File: src/rtl/serial_word_receiver.sv
// Serial word receiver: deserializes start/data/[parity]/stop frames that
// arrive one bit per bit_en strobe, and presents each word on a valid/ready
// handshake with per-word error flags and a sticky overrun flag.
module serial_word_receiver #(
  parameter int unsigned WIDTH     = 4,
  parameter bit          MSB_FIRST = 1'b0,
  parameter bit          PARITY_EN = 1'b1
) (
  input  logic             clk,
  input  logic             clear,
  input  logic             sin,
  input  logic             bit_en,
  input  logic             ready,
  output logic [WIDTH-1:0] O,
  output logic             valid,
  output logic             parity_err,
  output logic             frame_err,
  output logic             overrun,
  output logic             busy
);

  localparam int unsigned CW = (WIDTH > 1) ? $clog2(WIDTH) : 1;
  localparam logic [CW-1:0] LAST = CW'(WIDTH - 1);

  typedef enum logic [1:0] {
    IDLE   = 2'd0,
    DATA   = 2'd1,
    PARITY = 2'd2,
    STOP   = 2'd3
  } state_t;

  state_t           state, state_n;
  logic [CW-1:0]    cnt, cnt_n;
  logic [WIDTH-1:0] sreg, sreg_n;
  logic             pbit, pbit_n;
  logic [WIDTH-1:0] o_n;
  logic             valid_n, perr_n, ferr_n, ovr_n;
  logic             perr_calc;

  // Even parity over data plus parity bit must be 0; disabled parity never flags.
  assign perr_calc = PARITY_EN ? (^sreg ^ pbit) : 1'b0;
  assign busy      = (state != IDLE);

  // State register.
  always_ff @(posedge clk or posedge clear) begin
    if (clear) state <= IDLE;
    else       state <= state_n;
  end

  // Next-state, shift path and output-word handshake; everything holds without bit_en.
  always_comb begin
    state_n = state;
    cnt_n   = cnt;
    sreg_n  = sreg;
    pbit_n  = pbit;
    o_n     = O;
    valid_n = valid;
    perr_n  = parity_err;
    ferr_n  = frame_err;
    ovr_n   = overrun;

    // Consumption; a load in the same cycle below overrides valid_n again.
    if (valid && ready) valid_n = 1'b0;

    if (bit_en) begin
      unique case (state)
        IDLE: begin
          if (!sin) begin
            state_n = DATA;
            cnt_n   = '0;
          end
        end
        DATA: begin
          if (MSB_FIRST) sreg_n = {sreg[WIDTH-2:0], sin};
          else           sreg_n = {sin, sreg[WIDTH-1:1]};
          cnt_n = cnt + 1'b1;
          if (cnt == LAST) begin
            cnt_n   = '0;
            state_n = PARITY_EN ? PARITY : STOP;
          end
        end
        PARITY: begin
          pbit_n  = sin;
          state_n = STOP;
        end
        STOP: begin
          state_n = IDLE;
          if (!valid || ready) begin
            o_n     = sreg;
            valid_n = 1'b1;
            perr_n  = perr_calc;
            ferr_n  = ~sin;
          end else begin
            ovr_n = 1'b1;
          end
        end
        default: state_n = IDLE;
      endcase
    end
  end

  // Datapath and output registers.
  always_ff @(posedge clk or posedge clear) begin
    if (clear) begin
      cnt        <= '0;
      sreg       <= '0;
      pbit       <= 1'b0;
      O          <= '0;
      valid      <= 1'b0;
      parity_err <= 1'b0;
      frame_err  <= 1'b0;
      overrun    <= 1'b0;
    end else begin
      cnt        <= cnt_n;
      sreg       <= sreg_n;
      pbit       <= pbit_n;
      O          <= o_n;
      valid      <= valid_n;
      parity_err <= perr_n;
      frame_err  <= ferr_n;
      overrun    <= ovr_n;
    end
  end

endmodule

File: config.mk
export PLATFORM = sky130hd
export DESIGN_NAME = serial_word_receiver
export DESIGN_NICKNAME = d
export VERILOG_FILES = /design/src/rtl/serial_word_receiver.sv
export SDC_FILE = /design/constraint.sdc
export NUM_CORES = 1
export LEC_CHECK = 0
export BUFFER_PORTS_ARGS = -buffer_cell sky130_fd_sc_hd__buf_4
export CAP_MARGIN = 20
export CORE_UTILIZATION = 57
export CTS_CLUSTER_DIAMETER = 50
export DETAILED_ROUTE_END_ITERATION = 12
export PLACE_DENSITY = 0.89
export SYNTH_ARGS = -nofsm -noshare
export SYNTH_HDL_FRONTEND = slang
export SYNTH_SLANG_ARGS = --single-unit
File: constraint.sdc
create_clock -name clk -period 2.2 [get_ports clk]
set_input_delay 0.44 -clock clk [delete_from_list [all_inputs] [get_ports clk]]
set_output_delay 0.44 -clock clk [all_outputs]
set_load 0.005 [all_outputs]
==> flow_summary.json <==
{
  "setup_viol": 0,
  "timing.final.hold_violations": 0,
  "die_h_um": 40.3,
  "peakVddDrop_uv": 750,
  "clkLatencyLatePin_ns": 0.29,
  "antenna_found_initial": 0,
  "ios": 14,
  "tightest_slew_ns": 0.614,
  "core_area_um2": 1330,
  "grt_pass1_vias": 426,
  "yosysWarnings": 0,
  "status": "finished clean",
  "dp_slack_ns": 0.568,
  "setup_slack_ns": 0.507,
  "whs_ns": 0.217,
  "endpoint_kind": "output pin",
  "drv_slew": 0,
  "wire_per_inst_um": 12.8,
  "syn-num-nets": 77,
  "criticalPathCategory": "reg -> out",
  "first_pass_iters": 4,
  "drive_above_1_share_pct": 34.6,
  "synth-seq-cells": 17,
  "drc": 0,
  "ant_nets": 0,
  "via_per_inst": 5.17,
  "start_util_pct": 62.6,
  "met3WireLength_um": 47,
  "syn_area_um2": 835,
  "die_x_um": 40.3,
  "top_layer": "met4",
  "fp.dieArea_um2": 1620,
  "place.port_buffers": 13,
  "cts_max_level": 1,
  "syn_inst": 65,
  "fin_nets": 94,
  "cts_tree": "built",
  "required_ns": 1.76,
  "fin_tns_setup_ns": 0,
  "crit_arrival_ns": 1.25,
  "grt_setup_unrepaired": "false",
  "drtIter0Drc": 5,
  "grt_pass1_wl_mm": 1.88,
  "met1_length_um": 586,
  "cp_max_fo": 4,
  "track_usage_pct": 19.0,
  "maxCapViolations": 0,
  "postCtsSetupBuffers": 0,
  "dp_hpwl_um": 974,
  "post-route-period-util_pct": 77.0,
  "relSlewSlack_pct": 59.0,
  "start_kind": "flip-flop",
  "vias": 496,
  "cts_resized": 0,
  "clkTransAtPathRegs_ns": 0.10,
  "finalWirelength_mm": 1.23,
  "fmax_mhz": 591,
  "clock_path_buffers": 2,
  "synth_cell_types": 17,
  "clock_sinks": 17,
  "clock-root-buffer": "clkbuf_4",
  "p_per_area_nw_per_um2": 1420,
  "fin_crit_ns": 1.69,
  "rows": 13,
  "gp_congestion": 0.808,
  "syn_to_final_growth_pct": 15.7,
  "hold_buffers": 0,
  "power_leakage_nw": 0.496,
  "skew_ns": 0.0103,
  "grt_max_degree": 18,
  "grt_overflow": 0,
  "cts_made_buffers": 3,
  "met2_length_um": 562,
  "synth_area_per_cell_um2": 12.8,
  "antenna_cells": 0,
  "seq_area_frac_synth_pct": 51.0,
  "hold_class": "in -> async"
}
-- final cells by class --
class | count | area (µm²)
clock buffers | 4 | 26.3
flip-flops and latches | 17 | 425
well taps | 15 | 18.8
repair buffers | 13 | 97.6
fillers | 94 | 368
multi-input cells | 41 | 375
inverters | 6 | 22.5
-- critical path, cell delays in order, from the launching register on --
cell	delay [ns]
dfrtp_1	0.43
inv_1	0.13
ha_1	0.23
inv_1	0.05
buf_4	0.13
-- through the flow --
step | util [%] | std cells | power, mW | cell area, µm²
floorplan | - | 65 | 1.01 | 835
global placement | 70.5 | 92 | 1.20 | 940
detailed placement | 70.5 | 92 | 1.23 | 940
CTS | 72.4 | 96 | 1.39 | 966
global route | 72.4 | 96 | 1.50 | 966
finish | 72.4 | 96 | 1.38 | 966
-- kinds of logic (layout without fill, tap and decap cells) --
group | after synthesis | in the layout | synth area share (%)
xor+xnor | 3 | 3 | 4.80
buf+inv | 7 | 23 | 4.05
fa+ha+maj | 7 | 7 | 10.5
compound gates | 2 | 2 | 1.50
mux | 15 | 15 | 20.2
flops | 17 | 17 | 51.0
simple gates | 14 | 14 | 7.95
-- synth_stat cells --
cell,n,area (µm²)
buf_6,1,11.3
inv_1,6,22.5
nand2b_1,2,12.5
xnor2_1,1,8.76
dfrtp_1,17,425
mux2i_1,3,30.0
nor2b_1,3,18.8
xor2_1,1,8.76
mux2_4,1,15.0
mux2_2,11,124
nor2_1,2,7.51
nand2_1,6,22.5
o21ai_1,1,5.00
ha_1,7,87.6
nand3_1,1,5.00
xnor3_1,1,22.5
o21bai_1,1,7.51
-- registers in the layout (all words and copies together) (netlist names) --
signal and flops:
O 4, cnt 2, frame_err 1, overrun 1
parity_err 1, pbit 1, sreg 4, state 2
valid 1
-- per-layer routing --
metal / vias to the layer above / track usage (%)
li1: 243 / -
met1: 234 / 24.7
met2: 14 / 29.0
met3: 5 / 5.00
met4: 0 / 10.0
met5: - / 0
-- where the power goes --
group | switching [mW] | internal [mW] | leakage [nW] | total, mW
Clock | 0.0924 | 0.0704 | 0.0150 | 0.163
Sequential | 0.114 | 0.467 | 0.208 | 0.581
Combinational | 0.242 | 0.390 | 0.273 | 0.632
Total | 0.448 | 0.927 | 0.496 | 1.38
-- final timing paths --
check,to,from,depth (start not counted),slack (ns)
min,cnt[1],clear,2,0.22
max in group asynchronous,O[1],clear,2,1.58
max reg2reg,O[0],state[0],4,0.59
min reg2reg,overrun,overrun,1,0.49
max,busy,state[0],4,0.51
min in group clk,frame_err,sin,2,0.39
-- placed cells by master (no fill, tap or decap) --
master	netlist	final
buf_4	0	13
clkbuf_1	0	1
clkbuf_4	0	3
dfrtp_1	17	17
ha_1	7	7
inv_1	6	6
mux2_2	11	11
mux2_4	1	1
mux2i_1	3	3
nand2_1	6	6
nand2b_1	2	2
nand3_1	1	1
nor2_1	2	2
nor2b_1	3	3
o21ai_1	1	1
o21bai_1	1	1
xnor2_1	1	1
xnor3_1	1	1
xor2_1	1	1
Note: power is estimated with default switching activity, not from simulation.
